File: config.mk
export PLATFORM = sky130hd
export DESIGN_NAME = logic_unit_pipe
export DESIGN_NICKNAME = d
export VERILOG_FILES = /design/src/rtl/logic_unit_pipe_pkg.sv /design/src/rtl/logic_op_nbit.sv /design/src/rtl/logic_unit_pipe.sv
export SDC_FILE = /design/constraint.sdc
export NUM_CORES = 1
export LEC_CHECK = 0
export ABC_AREA = 1
export CAP_MARGIN = 20
export CORE_MARGIN = 3
export CORE_UTILIZATION = 59
export CTS_BUF_LIST = sky130_fd_sc_hd__clkbuf_8
export CTS_CLUSTER_DIAMETER = 30
export CTS_CLUSTER_SIZE = 16
export DETAILED_ROUTE_END_ITERATION = 10
export PLACE_DENSITY = 0.95
export SKIP_LAST_GASP = 1
export SYNTH_ARGS = -nofsm -noshare
export SYNTH_HDL_FRONTEND = slang
export SYNTH_SLANG_ARGS = --single-unit
export TNS_END_PERCENT = 50
File: constraint.sdc
create_clock -name clk -period 3.7 [get_ports clk]
set_input_delay 0.74 -clock clk [delete_from_list [all_inputs] [get_ports clk]]
set_output_delay 0.74 -clock clk [all_outputs]
set_load 0.01 [all_outputs]
File: src/rtl/logic_unit_pipe_pkg.sv
// Shared definitions for the pipelined bitwise logic unit: op encoding and
// the per-entry flag record stored next to each buffered result.
package logic_unit_pipe_pkg;

  localparam int NUM_OPS = 16;

  typedef enum logic [3:0] {
    OP_NAND2 = 4'd0,
    OP_NAND3 = 4'd1,
    OP_NAND4 = 4'd2,
    OP_AND2  = 4'd3,
    OP_AND3  = 4'd4,
    OP_AND4  = 4'd5,
    OP_NOR2  = 4'd6,
    OP_NOR3  = 4'd7,
    OP_NOR4  = 4'd8,
    OP_OR2   = 4'd9,
    OP_OR3   = 4'd10,
    OP_OR4   = 4'd11,
    OP_XOR2  = 4'd12,
    OP_XNOR2 = 4'd13,
    OP_INV   = 4'd14,
    OP_PASS  = 4'd15
  } op_e;

  // Flags travel with the data so the head entry never needs a recompute.
  typedef struct packed {
    logic zero;
    logic ones;
  } flags_t;

endpackage

File: src/rtl/logic_op_nbit.sv
// Purely combinational N-bit op-select datapath: builds every gate result in
// parallel, picks one with a 16:1 mux and derives the zero/all-ones flags.
module logic_op_nbit
  import logic_unit_pipe_pkg::*;
#(
  parameter int N = 8
) (
  input  logic [3:0]   op,
  input  logic [N-1:0] in0,
  input  logic [N-1:0] in1,
  input  logic [N-1:0] in2,
  input  logic [N-1:0] in3,
  output logic [N-1:0] res,
  output flags_t       flags
);

  logic [N-1:0] w_and2, w_and3, w_and4;
  logic [N-1:0] w_or2, w_or3, w_or4;
  logic [N-1:0] w_xor2;
  logic [N-1:0] w_cand [NUM_OPS];

  // Wider gates reuse the narrower partial products, bit positions stay independent.
  assign w_and2 = in0 & in1;
  assign w_and3 = w_and2 & in2;
  assign w_and4 = w_and3 & in3;
  assign w_or2  = in0 | in1;
  assign w_or3  = w_or2 | in2;
  assign w_or4  = w_or3 | in3;
  assign w_xor2 = in0 ^ in1;

  // NOTE: combinational blocks use blocking '=' and assign every output on
  // every path, so no latch is inferred.
  always_comb begin
    w_cand[OP_NAND2] = ~w_and2;
    w_cand[OP_NAND3] = ~w_and3;
    w_cand[OP_NAND4] = ~w_and4;
    w_cand[OP_AND2]  = w_and2;
    w_cand[OP_AND3]  = w_and3;
    w_cand[OP_AND4]  = w_and4;
    w_cand[OP_NOR2]  = ~w_or2;
    w_cand[OP_NOR3]  = ~w_or3;
    w_cand[OP_NOR4]  = ~w_or4;
    w_cand[OP_OR2]   = w_or2;
    w_cand[OP_OR3]   = w_or3;
    w_cand[OP_OR4]   = w_or4;
    w_cand[OP_XOR2]  = w_xor2;
    w_cand[OP_XNOR2] = ~w_xor2;
    w_cand[OP_INV]   = ~in0;
    w_cand[OP_PASS]  = in0;
  end

  assign res        = w_cand[op];
  assign flags.zero = ~|res;
  assign flags.ones = &res;

endmodule

File: src/rtl/logic_unit_pipe.sv
// Bitwise logic unit with a 2-entry valid/ready output buffer, stored result
// flags and a wrapping count of delivered results.
module logic_unit_pipe
  import logic_unit_pipe_pkg::*;
#(
  parameter int N     = 8,
  parameter int CNT_W = 16
) (
  input  logic             clk,
  input  logic             rst,
  input  logic             in_valid,
  output logic             in_ready,
  input  logic [3:0]       op,
  input  logic [N-1:0]     in0,
  input  logic [N-1:0]     in1,
  input  logic [N-1:0]     in2,
  input  logic [N-1:0]     in3,
  output logic             out_valid,
  input  logic             out_ready,
  output logic [N-1:0]     out_data,
  output logic             out_zero,
  output logic             out_ones,
  output logic [CNT_W-1:0] txn_count
);

  typedef struct packed {
    logic [N-1:0] data;
    flags_t       flags;
  } entry_t;

  logic [N-1:0]     w_res;
  flags_t           w_flags;
  entry_t           w_new;
  logic             w_push;
  logic             w_pop;

  entry_t           r_ent [2];
  logic [1:0]       r_count;
  logic [CNT_W-1:0] r_txn;

  logic_op_nbit #(.N(N)) u_op (
    .op    (op),
    .in0   (in0),
    .in1   (in1),
    .in2   (in2),
    .in3   (in3),
    .res   (w_res),
    .flags (w_flags)
  );

  assign w_new = '{data: w_res, flags: w_flags};

  // Readiness looks only at occupancy, never at out_ready, to keep the
  // consumer's ready off the producer's timing path.
  assign in_ready  = (r_count < 2'd2) & ~rst;
  assign out_valid = (r_count != 2'd0);
  assign w_push    = in_valid & in_ready;
  assign w_pop     = out_valid & out_ready;

  // Entry 0 is always the head; entry 1 only ever holds the second result.
  // NOTE: the buffer entries are reset too, because the head is visible on
  // out_data and must read 0 after reset.
  always_ff @(posedge clk) begin
    if (rst) begin
      r_count <= 2'd0;
      r_ent[0] <= '0;
      r_ent[1] <= '0;
      r_txn   <= '0;
    end else begin
      unique case ({w_push, w_pop})
        2'b10: begin
          r_ent[r_count[0]] <= w_new;
          r_count           <= r_count + 2'd1;
        end
        2'b01: begin
          // Popping the last entry leaves it in place as the stale head.
          if (r_count == 2'd2) r_ent[0] <= r_ent[1];
          r_count <= r_count - 2'd1;
        end
        2'b11: begin
          r_ent[0] <= w_new;
        end
        default: begin
        end
      endcase
      if (w_pop) r_txn <= r_txn + CNT_W'(1);
    end
  end

  assign out_data  = r_ent[0].data;
  assign out_zero  = r_ent[0].flags.zero;
  assign out_ones  = r_ent[0].flags.ones;
  assign txn_count = r_txn;

endmodule

Yosys cells after proc, flatten, opt, wreduce, memory -nomap -nowiden --
Memory sizes are Yosys's and may differ from the RTL's. Cells that the tools add are included.
Storage, ports and cells: bits in registers 18, logic and storage cells 61, output and inout port bits 28, memories kept 1, RAM bits 20, input port bits 40
Operators by class: $add $sub $neg 3, eq/ne operators 4, reduce and logical (&&, ||, !) cells 6, $lt $le $gt $ge 2, multiplexer cells 21, bitwise gates (word level) 22
Memory list:
- r_ent | words 2, width 10, rd ports 2, clocked after memory_dff 0, wr ports 2, RTL line logic_unit_pipe.sv:37 | entry_t r_ent [2];
Operators with widths (count):
- $not 8->8 | 8
- $bmux 8 s4 | 1
- $mux 10 | 3
- $and 8x8->8 | 3
- $or 8x8->8 | 3
- $add 16x1->16 const B | 1
- $mux 8 | 2
- $mux 1 | 14
- $reduce_or 10->1 | 1
- $reduce_and 8->1 | 1
- $reduce_or 8->1 | 1
- $xor 8x8->8 | 1
- $eq 2x2->1 const B | 3
- $ge 5x5->1 const B | 1
- $not 4->5 | 1
- $pmux 2 s2 | 1
- $reduce_bool 2->1 | 2
- $and 1x1->1 | 3
- $add 2x1->2 const B | 1
- $eq 2x1->1 const B | 1
- $lt 2x2->1 const B | 1
- $or 1x1->1 | 2
- $sub 2x1->2 const B | 1
- $logic_not 1->1 | 1
- $not 1->1 | 1

Depth between registers and ports, before layout --
depth in word-level cells 11, mapped depth 15, gate-level depth less buffers 15

Cells and area by module --
A second synthesis with hierarchy kept.
Second synthesis, totals: cell total of the unflattened synthesis 619, area total of the unflattened synthesis 3672.3 um2
Modules (own cells, without submodules):
- logic_unit_pipe | cells an instance 227, area an instance 1883.1 um2, sequential area each 960.9 um2, instances 1
- logic_op_nbit | cells an instance 392, area an instance 1789.2 um2, sequential area each 0.0 um2, instances 1

Worst setup path before layout --
OpenSTA, ideal clock, no wires.
path kind input-to-reg, from in rst, to mem r_ent[0][0] (netlist name), enable pin, cell stages on the path 10, setup slack 1.072 ns, required time 3.384 ns, library setup time 0.316 ns, path buffers 2, arrival 2.313 ns, cells stage by stage clkbuf_1 nor2_1 nand2_1 ha_1 nand4_1 inv_1 nor2_1 a21boi_0 buf_2 nand2_1
RTL lines:
- from (decl) | RTL line logic_unit_pipe.sv:10 | input logic rst,
- to (decl) | RTL line logic_unit_pipe.sv:37

==> run summary <==
Net switching power - 0.000374 W
P_int - 0.000822 W
N_diodes - 0
Largest net degree at the start of global routing - 41
Asr flop ratio synth - 0%
Clock Tree Buf Depth - 2
Initial antenna violation count - 0
Total power - 0.00120 W
Hold crit path type - flop to flop
Status - complete, no violations
Final setup violation count - 0
Final ANT Viol Nets - 0
Clock-pin slew on the worst setup and hold paths - 0.07 ns
Startpoint Class - input port
R2R Path Start - r_count[0]$_SDFFE_PP0P_
Period Utilization, post-route - 84.8%
Detailed router's first-iteration violation count - 272
Switching portion of total power - 31.3%
Num CTS Buffers - 5
Pins over their slew limit - 0
#FFs+latches synth - 38
FF/Latch Area - 961 um2
Peak VDD IR - 0.190 mV
Synth area leaders - nand2_1, edfxtp_1, dfxtp_1
Post-CTS setup buffers - 0
R2r worst-path depth - 12
DR top layer - met4
Drt drc - 0
Leading area contributor after synthesis - nand2_1
Buffers added on ports - 67
Netlist Area Pre-Place - 3510 um2
Dpl ws - 0.314 ns
Die H - 83.1 um
Final min period - 3.14 ns
DRT met1 WL - 3.61 mm
Vias - 3,801
FILL cells - 427
Setup slack after layout - 0.563 ns
WP data required - 3.63 ns
Initial Utilization - 62.2%
Number of core rows - 27
Clk_lat worst skew - 0.28 ns
Clock power frac - 28.0%
CTS sink count - 38
Arr. time, crit path - 3.07 ns
Distinct cells, synth - 36
CTS Hold Bufs - 0
Reg power frac - 40.6%
Multi-input gate area - 2140 um2
PwrDens - 280 nW/um2
Number of enable flip-flop cells after synthesis - 20
NumNets Final - 674
Max Freq - 319 MHz
Routed WL - 8.85 mm
Tot GR Track Use - 25.6%
First-pass GRT wire length - 15.3 mm
Slowest Stage Delay on Critical Path - 0.63 ns
Register-to-Register Setup Slack - 1.17 ns
Drt pass-1 iters - 6
Area grow syn2layout - 21.7%
Met2 wire length - 4.36 mm
Final hold slack - 0.478 ns
Relative slew slack - 62.8%
Die width - 83.1 um
Max-cap viol count - 0
Setup crit end kind - flop
Root Driver - clkbuf_8
Synth Flop Type - edfxtp_1
Met3 wire len - 694 um
Worst clock skew - 0.00159 ns
Die area - 6910 um2
Total grt overflow - 0
CTS H-tree lvls - 2
Vias in the first global route - 3,543
Share of layout cells above drive strength 1 - 4.88%
Fin. Hold Viols - 0
Synth Area per Inst - 6.27 um2
Leakage - 2.06 nW
Unrepaired setup endpoints after global routing - false
FF-to-FF End - r_ent[1][0]$_SDFFCE_PN0P_
Actual slew at the worst max-slew pin - 0.556 ns
Worst-path cell chain - clkdlybuf4s50_1 > nor2_1 > nand2_1 > ha_1 > nand4_1 > inv_1 > nor2_1 > nand3_1 > nand2_1
CP max FO - 11
WL per Instance - 12.9 um
Yosys warns - 0
Setup Crit Path Kind - input port to flop
Crit-path slowest cell - clkdlybuf4s50_1
# IOs - 68
RePlAce Congestion - 0.864
Via-to-Cell Ratio - 5.53
Register area share after synthesis - 27.4%
CTS tree - done
Detailed Place HPWL - 6.59 mm
Post-Syn Instances - 559
Top cell type's share of synthesized area - 19.5%
Worst Setup EP - r_ent[1][4]$_SDFFCE_PN0P_
Gate power share - 31.4%
Post-CTS sizing - 0
TNS Setup - 0 ns
Critical path startpoint - rst
Core Region - 5640 um2
Net count after synthesis - 619
## critical path: cells and delay by family
kind	cells	cell delay, ns
AND/OR/NAND/NOR	6	1.42
buffers and inverters	2	0.69
adder cells (fa/ha/maj)	1	0.21
## cells by family after synthesis
family | Yosys count | share of synthesized area [%]
and+or+nand+nor | 339 | 43.1
xor gates and xnor gates | 3 | 0.749
DFF | 38 | 27.4
AOI/OAI and AO/OA | 65 | 9.99
buffers and inverters | 94 | 11.7
adders and majority gates | 20 | 7.14
## cells in the mapped netlist (2+ instances only)
cell type / n
a21oi_1: 33
inv_1: 65
nand3_2: 2
xor2_1: 3
nor2_4: 3
ha_1: 20
o21ai_0: 16
nand3b_1: 2
clkbuf_1: 6
dfxtp_1: 18
buf_6: 2
buf_4: 8
nand2_1: 182
inv_2: 4
buf_2: 9
nor2_1: 60
edfxtp_1: 20
nor3_1: 4
nand3_1: 72
o21ai_1: 7
nand2_4: 3
nand4_1: 3
o211ai_1: 4
## layout make-up
cell class	instances	area share [%]
timing repair buffer	73	16.8
clock buffer	5	1.61
clock inverter	3	0.879
inverter	69	6.07
tap	72	2.11
multi-input combinational	427	50.1
sequential	38	22.5
## layer usage
metal,up-vias,global-route usage (%)
met2,195,42.7
met4,0,8.92
met1,1673,33.2
met5,-,0
li1,1905,-
met3,28,4.86
## sequential cells by signal (all words and copies together) (netlist names)
name,cells
r_count,2
r_ent,20
txn_count,16
## power by group through the flow
stage          clock, W  sequential (W)  combinational (W)
4_1_cts        0.000337        0.000486           0.000371
3_3_place_gp          0        0.000494           0.000352
3_5_place_dp          0        0.000495           0.000368
5_1_grt        0.000360        0.000489           0.000419
6_report       0.000335        0.000486           0.000375
2_1_floorplan         0        0.000499           0.000226
## placed cells by master (no fill, tap or decap), types with 2 or more instances in the layout
master | netlist | layout
nand2_4 | 3 | 3
nand2_1 | 182 | 182
o211ai_1 | 4 | 4
nor2_4 | 3 | 3
ha_1 | 20 | 20
buf_4 | 8 | 6
inv_1 | 65 | 66
xor2_1 | 3 | 3
inv_2 | 4 | 4
o21ai_0 | 16 | 16
nand3b_1 | 2 | 2
edfxtp_1 | 20 | 20
nor3_1 | 4 | 4
clkbuf_8 | 0 | 5
dfxtp_1 | 18 | 18
nand3_2 | 2 | 2
o21ai_1 | 7 | 7
nand4_1 | 3 | 3
nand3_1 | 72 | 72
clkdlybuf4s50_1 | 0 | 67
a21oi_1 | 33 | 33
nor2_1 | 60 | 60
## how the worst min path moves through the flow
| stage | from | endpoint | slack, ns | depth (start not counted) |
|---|---|---|---|---|
| 2_1_floorplan | r_count[0]$_SDFFE_PP0P_ | r_count[0]$_SDFFE_PP0P_ | 0.47 | 1 |
| 3_3_place_gp | txn_count[8]$_SDFFE_PP0P_ | txn_count[8]$_SDFFE_PP0P_ | 0.46 | 2 |
| 3_5_place_dp | txn_count[8]$_SDFFE_PP0P_ | txn_count[8]$_SDFFE_PP0P_ | 0.47 | 2 |
| 4_1_cts | txn_count[8]$_SDFFE_PP0P_ | txn_count[8]$_SDFFE_PP0P_ | 0.48 | 2 |
| 5_1_grt | txn_count[8]$_SDFFE_PP0P_ | txn_count[8]$_SDFFE_PP0P_ | 0.51 | 2 |
| 6_report | txn_count[8]$_SDFFE_PP0P_ | txn_count[8]$_SDFFE_PP0P_ | 0.48 | 2 |
## through the flow
step	util, %	instances	cell area (um2)
5_1_grt	75.7	687	4270
2_1_floorplan	-	559	3510
4_1_cts	75.7	687	4270
6_report	75.7	687	4270
3_5_place_dp	73.8	679	4160
3_3_place_gp	73.8	679	4160
No activity file was read; power rests on OpenSTA's default activity.
